===== config.mk =====
export PLATFORM = sky130hd
export DESIGN_NAME = lcd_timing_gen
export DESIGN_NICKNAME = d
export VERILOG_FILES = /design/src/rtl/lcd_timing_pkg.sv /design/src/rtl/lcd_axis_counter.sv /design/src/rtl/lcd_timing_gen.sv
export SDC_FILE = /design/constraint.sdc
export NUM_CORES = 1
export LEC_CHECK = 0
export ABC_AREA = 1
export CAP_MARGIN = 20
export CORE_MARGIN = 4
export CORE_UTILIZATION = 62
export CTS_CLUSTER_DIAMETER = 40
export CTS_CLUSTER_SIZE = 10
export DETAILED_ROUTE_END_ITERATION = 12
export DONT_BUFFER_PORTS = 1
export HOLD_SLACK_MARGIN = 0.08
export PLACE_DENSITY = 0.87
export SYNTH_ARGS = -nofsm -noshare
export SYNTH_HDL_FRONTEND = slang
export SYNTH_SLANG_ARGS = --single-unit

===== constraint.sdc =====
create_clock -name clk_i -period 2.3 [get_ports clk_i]
set_input_delay 0.46 -clock clk_i [delete_from_list [all_inputs] [get_ports clk_i]]
set_output_delay 0.46 -clock clk_i [all_outputs]
set_load 0.05 [all_outputs]

===== src/rtl/lcd_timing_pkg.sv =====
// lcd_timing_pkg: shared raster timing defaults, phase encoding and total-length helper
package lcd_timing_pkg;
  typedef enum logic [1:0] {PH_SYNC, PH_BP, PH_ACTIVE, PH_FP} phase_t;
  localparam int H_SYNC_DEF   = 4;
  localparam int H_BP_DEF     = 43;
  localparam int H_ACTIVE_DEF = 480;
  localparam int H_FP_DEF     = 8;
  localparam int V_SYNC_DEF   = 4;
  localparam int V_BP_DEF     = 12;
  localparam int V_ACTIVE_DEF = 272;
  localparam int V_FP_DEF     = 8;
  localparam int CW_DEF       = 10;
  function automatic int axis_total(input int s, input int bp, input int a, input int fp);
    return s + bp + a + fp;
  endfunction
endpackage


===== src/rtl/lcd_axis_counter.sv =====
// lcd_axis_counter: one raster axis counter with phase decode and terminal-count wrap
module lcd_axis_counter
  import lcd_timing_pkg::*;
#(
  parameter int SYNC   = 4,
  parameter int BP     = 43,
  parameter int ACTIVE = 480,
  parameter int FP     = 8,
  parameter int CW     = 10
) (
  input  logic          clk_i,
  input  logic          rst_i,
  input  logic          step_i,
  output logic [CW-1:0] cnt_o,
  output phase_t        phase_o,
  output logic          wrap_o
);
  localparam int TOTAL = axis_total(SYNC, BP, ACTIVE, FP);
  assign wrap_o = step_i && cnt_o == CW'(TOTAL - 1);
  always_ff @(posedge clk_i)
    if (rst_i) cnt_o <= '0;
    else if (step_i) cnt_o <= wrap_o ? '0 : cnt_o + 1'b1;
  always_comb
    phase_o = cnt_o < CW'(SYNC)               ? PH_SYNC :
              cnt_o < CW'(SYNC + BP)          ? PH_BP :
              cnt_o < CW'(SYNC + BP + ACTIVE) ? PH_ACTIVE : PH_FP;
endmodule


===== src/rtl/lcd_timing_gen.sv =====
// lcd_timing_gen: LCD raster timing with one-ahead pixel fetch and registered RGB565 panel outputs
module lcd_timing_gen
  import lcd_timing_pkg::*;
#(
  parameter int H_SYNC   = H_SYNC_DEF,
  parameter int H_BP     = H_BP_DEF,
  parameter int H_ACTIVE = H_ACTIVE_DEF,
  parameter int H_FP     = H_FP_DEF,
  parameter int V_SYNC   = V_SYNC_DEF,
  parameter int V_BP     = V_BP_DEF,
  parameter int V_ACTIVE = V_ACTIVE_DEF,
  parameter int V_FP     = V_FP_DEF,
  parameter bit SYNC_POL = 1'b0,
  parameter int CW       = CW_DEF
) (
  input  logic          clk_i,
  input  logic          rst_i,
  output logic          pix_req_o,
  output logic [CW-1:0] x_o,
  output logic [CW-1:0] y_o,
  input  logic [15:0]   pix_data_i,
  input  logic          pix_valid_i,
  output logic          frame_start_o,
  output logic          lcd_de_o,
  output logic          lcd_hsync_o,
  output logic          lcd_vsync_o,
  output logic [4:0]    lcd_r_o,
  output logic [5:0]    lcd_g_o,
  output logic [4:0]    lcd_b_o,
  output logic          underflow_o
);
  logic [CW-1:0] h_cnt, v_cnt;
  phase_t        h_ph, v_ph;
  logic          h_wrap, v_wrap;
  logic          fs_q, de1, hs1, vs1;
  logic [15:0]   rgb_q;
  lcd_axis_counter #(.SYNC(H_SYNC), .BP(H_BP), .ACTIVE(H_ACTIVE), .FP(H_FP), .CW(CW)) u_h (
    .clk_i(clk_i), .rst_i(rst_i), .step_i(1'b1),
    .cnt_o(h_cnt), .phase_o(h_ph), .wrap_o(h_wrap)
  );
  lcd_axis_counter #(.SYNC(V_SYNC), .BP(V_BP), .ACTIVE(V_ACTIVE), .FP(V_FP), .CW(CW)) u_v (
    .clk_i(clk_i), .rst_i(rst_i), .step_i(h_wrap),
    .cnt_o(v_cnt), .phase_o(v_ph), .wrap_o(v_wrap)
  );
  always_comb begin
    pix_req_o     = h_ph == PH_ACTIVE && v_ph == PH_ACTIVE && !rst_i;
    x_o           = pix_req_o ? h_cnt - CW'(H_SYNC + H_BP) : '0;
    y_o           = pix_req_o ? v_cnt - CW'(V_SYNC + V_BP) : '0;
    frame_start_o = fs_q && !rst_i;
  end
  // fs_q marks raster (0,0): preset by reset, then loaded at the last position of each frame
  always_ff @(posedge clk_i)
    if (rst_i) begin
      fs_q        <= 1'b1;
      de1         <= 1'b0;
      hs1         <= 1'b0;
      vs1         <= 1'b0;
      lcd_de_o    <= 1'b0;
      rgb_q       <= '0;
      lcd_hsync_o <= ~SYNC_POL;
      lcd_vsync_o <= ~SYNC_POL;
      underflow_o <= 1'b0;
    end else begin
      fs_q        <= h_wrap && v_wrap;
      de1         <= pix_req_o;
      hs1         <= h_ph == PH_SYNC;
      vs1         <= v_ph == PH_SYNC;
      lcd_de_o    <= de1;
      rgb_q       <= de1 && pix_valid_i ? pix_data_i : 16'h0000;
      lcd_hsync_o <= hs1 ? SYNC_POL : ~SYNC_POL;
      lcd_vsync_o <= vs1 ? SYNC_POL : ~SYNC_POL;
      underflow_o <= underflow_o || (de1 && !pix_valid_i);
    end
  assign {lcd_r_o, lcd_g_o, lcd_b_o} = rgb_q;
endmodule


==> After elaboration in Yosys (flattened, before gate mapping) <==
Index checks and enable logic that the tools add are counted.
{ "totals": {"out_inout_bits": 42, "word_cells": 51, "register_bits": 44} }
{ "classes": {"mux": 11, "order_cmp": 6, "eq_ne": 4, "add_sub_neg": 4, "bitwise_logic": 1, "n_reduce_logical": 14} }
{ "ops": {"columns": ["op", "count"], "rows": [
  ["$mux W10", 3],
  ["$add A10 B1 Y10 const B", 2],
  ["$lt A10 B3 Y1 const B", 2],
  ["$eq A10 B10 Y1 const B", 1],
  ["$eq A10 B9 Y1 const B", 1],
  ["$lt A10 B10 Y1 const B", 1],
  ["$lt A10 B5 Y1 const B", 1],
  ["$lt A10 B6 Y1 const B", 1],
  ["$lt A10 B9 Y1 const B", 1],
  ["$sub A10 B5 Y10 const B", 1],
  ["$sub A10 B6 Y10 const B", 1],
  ["$mux W2", 4],
  ["$logic_and A1 B1 Y1", 7],
  ["$eq A2 B2 Y1 const B", 2],
  ["$logic_not A2 Y1", 2],
  ["$mux W1", 4],
  ["$reduce_or A2 Y1", 2],
  ["$logic_not A1 Y1", 2],
  ["$logic_or A1 B1 Y1", 1],
  ["$not A1 Y1", 1]
]} }

==> Depth between registers and ports, before layout <==
{ "depth": {"word_depth": 8, "mapped_depth": 10} }

==> Hierarchy <==
Synthesis repeated with hierarchy kept, for this count alone.
{ "unflattened": {"cells_unflattened": 340, "hier_area_um2": 2369.8} }
{ "by_module_without_submodules": {"columns": ["module", "area_per_inst_um2", "cells_each", "n_inst"], "rows": [
  ["lcd_timing_gen", 1109.8, 163, 1],
  ["lcd_axis_counter (u_h)", 676.9, 100, 1],
  ["lcd_axis_counter (u_v)", 583.1, 77, 1]
]} }

==> Worst setup path before layout <==
Ideal clock, no wire load.
{ "synth_path": {"path_kind": "reg-to-output", "start": "register u_h.cnt_o[0]", "end": "output port y_o[9]", "setup_slack_ns": 0.038, "n_path_buf": 0, "arrival_ns": 1.802, "stages_incl_launch_ff": 10, "path_cell_list": "dfxtp_1 -> ha_1 -> nand3_2 -> nand2_2 -> nand2_2 -> nand2_1 -> nand2_1 -> inv_2 -> nand2_2 -> nor2_1"} }
{ "synth_via": {"elab_chain_len": 8, "word_cells_on_any_way": 10} }
{ "synth_lines": {"columns": ["item", "line_no", "source"], "rows": [
  ["start, declared", "lcd_axis_counter.sv:14", "output logic [CW-1:0] cnt_o,"],
  ["start signal, assigned", "lcd_axis_counter.sv:22", "else if (step_i) cnt_o <= wrap_o ? '0 : cnt_o + 1'b1;"],
  ["$lt A10 B10 Y1", "lcd_axis_counter.sv:26", "cnt_o < CW'(SYNC + BP + ACTIVE) ? PH_ACTIVE : PH_FP;"],
  ["$mux W1", "lcd_axis_counter.sv:26", null],
  ["$mux W2", "lcd_axis_counter.sv:25", "cnt_o < CW'(SYNC + BP) ? PH_BP :"],
  ["$mux W2 (*)", "lcd_axis_counter.sv:24", "phase_o = cnt_o < CW'(SYNC) ? PH_SYNC :"],
  ["$eq A2 B2 Y1 (*)", "lcd_timing_gen.sv:46", "pix_req_o = h_ph == PH_ACTIVE && v_ph == PH_ACTIVE && !rst_i;"],
  ["$logic_and A1 B1 Y1 (*) (2 in series)", "lcd_timing_gen.sv:46", null],
  ["$mux W10 (*)", "lcd_timing_gen.sv:48", "y_o = pix_req_o ? v_cnt - CW'(V_SYNC + V_BP) : '0;"],
  ["end, declared", "lcd_timing_gen.sv:20", "output logic [CW-1:0] y_o,"]
]} }
Every way passes the cells marked *; elsewhere a longest branch is shown, timed or not.

==> Worst setup path after layout <==
{ "layout_path": {"start": "register u_v.cnt_o[7]", "end": "output port y_o[5]"} }
{ "layout_via": {"elab_chain_len": 8, "word_cells_on_any_way": 10} }
{ "layout_lines": {"columns": ["item", "line_no"], "rows": [
  ["start, declared", "lcd_axis_counter.sv:14"],
  ["start signal, assigned", "lcd_axis_counter.sv:22"],
  ["$lt A10 B9 Y1", "lcd_axis_counter.sv:26"],
  ["$mux W1", "lcd_axis_counter.sv:26"],
  ["$mux W2", "lcd_axis_counter.sv:25"],
  ["$mux W2 (*)", "lcd_axis_counter.sv:24"],
  ["$eq A2 B2 Y1 (*)", "lcd_timing_gen.sv:46"],
  ["$logic_and A1 B1 Y1 (*) (2 in series)", "lcd_timing_gen.sv:46"],
  ["$mux W10 (*)", "lcd_timing_gen.sv:48"]
]} }
Marks and branches as above.

==> out/metrics.csv <==
stage,metric,value,unit
finish,layout-drive-gt1-share,0.333,
synthesis,yosysTopAreaCellShare,0.392,
synthesis,syn_avg_cell_area,7.20,sq um
setup_path,crit_type,register to primary output,
global_routing,grt_max_degree,17,
setup_path,cp.required,1.84,ns
synthesis,seq_area_frac_synth,0.392,
route,vias,2404,
route,via_per_inst,6.01,
sta,finalCritPeriodShare,1.06,
global_routing,grt_pass1_wl,10.2,mm
die,io_pins,61,
finish,finalInstanceArea,0.00300,sq mm
synthesis,ys_seq_elements,44,
finish,final_cells,400,
cts,htree_levels,2,
route,firstDrtPassIters,9,
power,powerDensity,460,mW/mm^2
setup_path,cp_slowest_cell,dfxtp_2,
sta,setup_slack,-0.130,ns
finish,synthToLayoutAreaGrowth,33.8,%
setup_path,critical_path.max_stage_delay,0.40,ns
synthesis,ys_top_cells_by_area,"dfxtp_1, nand2_1, inv_1, nor2_1, nor2_2",
power,internal_power,1050,uW
worst_hold_path,hp-class,input port to register,
cts,cts.sinks,44,
cts,cts_buffers,5,
sta,tightest_slew,0.527,ns
synthesis,ys_types,27,
synthesis,synth_fp_nets,337,
sta,slew_headroom,0.648,
setup_path,path_buf_inv,2,
die,dieHeight,68.2,um
sta,setup_viol_count_final,21,
outcome,violations,setup timing,
die,start_util,0.658,
synthesis,synth_largest_area_cell,dfxtp_1,
global_routing,first_global_vias,2198,
die,die-area,0.00465,sq mm
power,ir_worst_vdd,489,uV
finish,multi_input_area,0.00125,sq mm
finish,fillerInstances,156,
finish,n_antenna_cell,0,
cts,clk_pin_slew,0.14,ns
outcome,status,"complete, but fails checks",
synthesis,synthCells,312,
sta,fmax,412,MHz
global_routing,grtUsageTotal,0.294,
power,p_seq_frac,0.568,
die,row_count,21,
power,sw_frac_of_total,0.239,
synthesis,ys_warn_count,0,
setup_path,cpMostUsedCell,nor2_4,
sta,rsz0062_at_grt,true,
finish,nNetsFinal,378,
place,dp_hpwl,3.73,mm
power,comb_power_share,0.046,
cts,insertion_delay,0.37,ns
route,wl_per_cell,18.4,um
place,place_area,0.00245,sq mm
setup_path,critical_path.cell_chain,"nor2_4, nand2_1, nand2_1, nand3_2, nor2_4, nand2_4, buf_4, nor2_4, buf_8",
place,place_inst,376,
cts,cts_tree,done,
sta,min_period,2.43,ns
setup_path,end_kind,primary output,
power,clockPowerShare,0.387,
global_routing,antenna_found_initial,0,
cts,cts.path.max_buffers,2,
setup_path,crit_path_start_kind,register,
die,die_x,68.2,um
place,port_buffers,0,
setup_path,reg2reg_slack,0.45,ns
setup_path,crit_arrival,1.97,ns
finish,seqCellArea,908,sq um
place,gp_congestion,0.957,
route,ant_nets,0,
power,leakage,0.00140,uW
synthesis,synth_area,0.00225,sq mm
flow_run,max-cap-violations,0,
sta,finalHoldViolCount,0,
power,p_switching,330,uW
die,core-area,0.00342,sq mm
route,drc_errors,0,
route,drtIter0Drc,406,
setup_path,cp_top_family,simple AND/OR/NAND/NOR gates,
setup_path,path_max_fanout,6,
global_routing,grt_overflow,0,
cts,clock-root-buffer,clkbuf_4,
cts,cts_hold_buf,0,
sta,final_max_slew_viol_count,0,
route,routed_wl,7.37,mm
finish,post-route-util,0.879,
sta,fin_skew,0.0140,ns
-- power by group through the flow --
| stage | combinational [uW] | clock [uW] | sequential, uW |
|---|---|---|---|
| 3_5_place_dp | 43.8 | 0 | 803 |
| 3_3_place_gp | 41.8 | 0 | 803 |
| 4_1_cts | 50.3 | 528 | 787 |
| 5_1_grt | 68.3 | 575 | 787 |
| 6_report | 63.1 | 535 | 785 |
| 2_1_floorplan | 38.9 | 0 | 802 |
-- cell families after synthesis --
logic type / count (synthesis) / share of synthesized area
AO/OA/AOI/OAI: 17 / 0.0401
XOR/XNOR: 7 / 0.0273
adder cells (fa/ha/maj): 6 / 0.0334
buffers and inverters: 63 / 0.126
flip-flops: 44 / 0.392
AND/OR/NAND/NOR: 175 / 0.381
-- per-stage QoR --
step	hold WS, ns	TNS, ns	setup WS, ns	power, uW
4_1_cts	0.131	-0.103	-0.0178	1370
3_5_place_dp	0.356	0	0.0909	847
6_report	0.125	-2.18	-0.130	1380
5_1_grt	0.101	-5.99	-0.315	1430
3_3_place_gp	0.355	0	0.190	845
2_1_floorplan	0.352	0	0.0384	841
-- layout make-up --
| type | instances | share of cell area |
|---|---|---|
| Multi-Input combinational cell | 205 | 0.417 |
| Sequential cell | 44 | 0.302 |
| Timing Repair Buffer | 43 | 0.164 |
| Inverter | 54 | 0.0675 |
| Tap cell | 46 | 0.0192 |
| Clock buffer | 6 | 0.0171 |
| Clock inverter | 2 | 0.0129 |
-- registers in the layout, indices dropped and copies added, names as in the netlist --
signal	count
u_h.cnt_o	10
underflow_o	1
lcd_hsync_o	1
fs_q	1
hs1	1
lcd_vsync_o	1
u_v.cnt_o	10
lcd_de_o	1
de1	1
rgb_q	16
vs1	1
-- metal layers --
layer,track usage,share of wire,vias to the layer above
li1,-,-,1041
met1,0.332,0.35,1084
met2,0.489,0.48,224
met3,0.0821,0.11,55
met4,0.176,0.061,0
met5,0,0,-
-- cells in the final DEF (no fill, tap or decap), drive strengths merged --
master   n
nor2    70
nand2   64
inv     54
dfxtp   44
buf     43
nand3   20
nand4   11
a21oi    8
nor3     7
o21ai    6
clkbuf   6
ha       6
xor2     5
xnor2    2
nor4     2
nand3b   1
o22ai    1
a31oi    1
o21bai   1
bufinv   1
clkinv   1
-- worst reg2reg max path: stages (launching register included) --
cell and delay, ns:
dfxtp_2 0.36, buf_4 0.16, inv_1 0.09, ha_1 0.18, nand3_1 0.15, nor2_2 0.20
nand2_4 0.13, nand2_4 0.16, nand2_1 0.15, o21ai_0 0.12, inv_1 0.05
-- cell usage after synthesis, drive strengths merged --
library cell,number
buf,9
nand3b,1
nand3,20
a21oi,8
nand4,11
o21ai,6
ha,6
nand2,64
nor2,70
nor4,2
o22ai,1
xor2,5
dfxtp,44
nor3,7
xnor2,2
inv,54
o21bai,1
a31oi,1
-- worst paths after layout --
kind                startpoint            to  cells past startpoint
hold reg to reg            hs1   lcd_hsync_o                      1
setup reg to reg  u_h.cnt_o[0]  u_v.cnt_o[0]                     10
hold / removal           rst_i  u_v.cnt_o[6]                      1
setup / recovery  u_v.cnt_o[7]        y_o[5]                      9
-- what timing repair did --
item	CTS	global route
gates resized for setup	50	38
buffers inserted	8	7
setup endpoints to repair	21	21
pin swaps	4	7
cloned	1	0
Note: power is estimated with default switching activity, not from simulation.
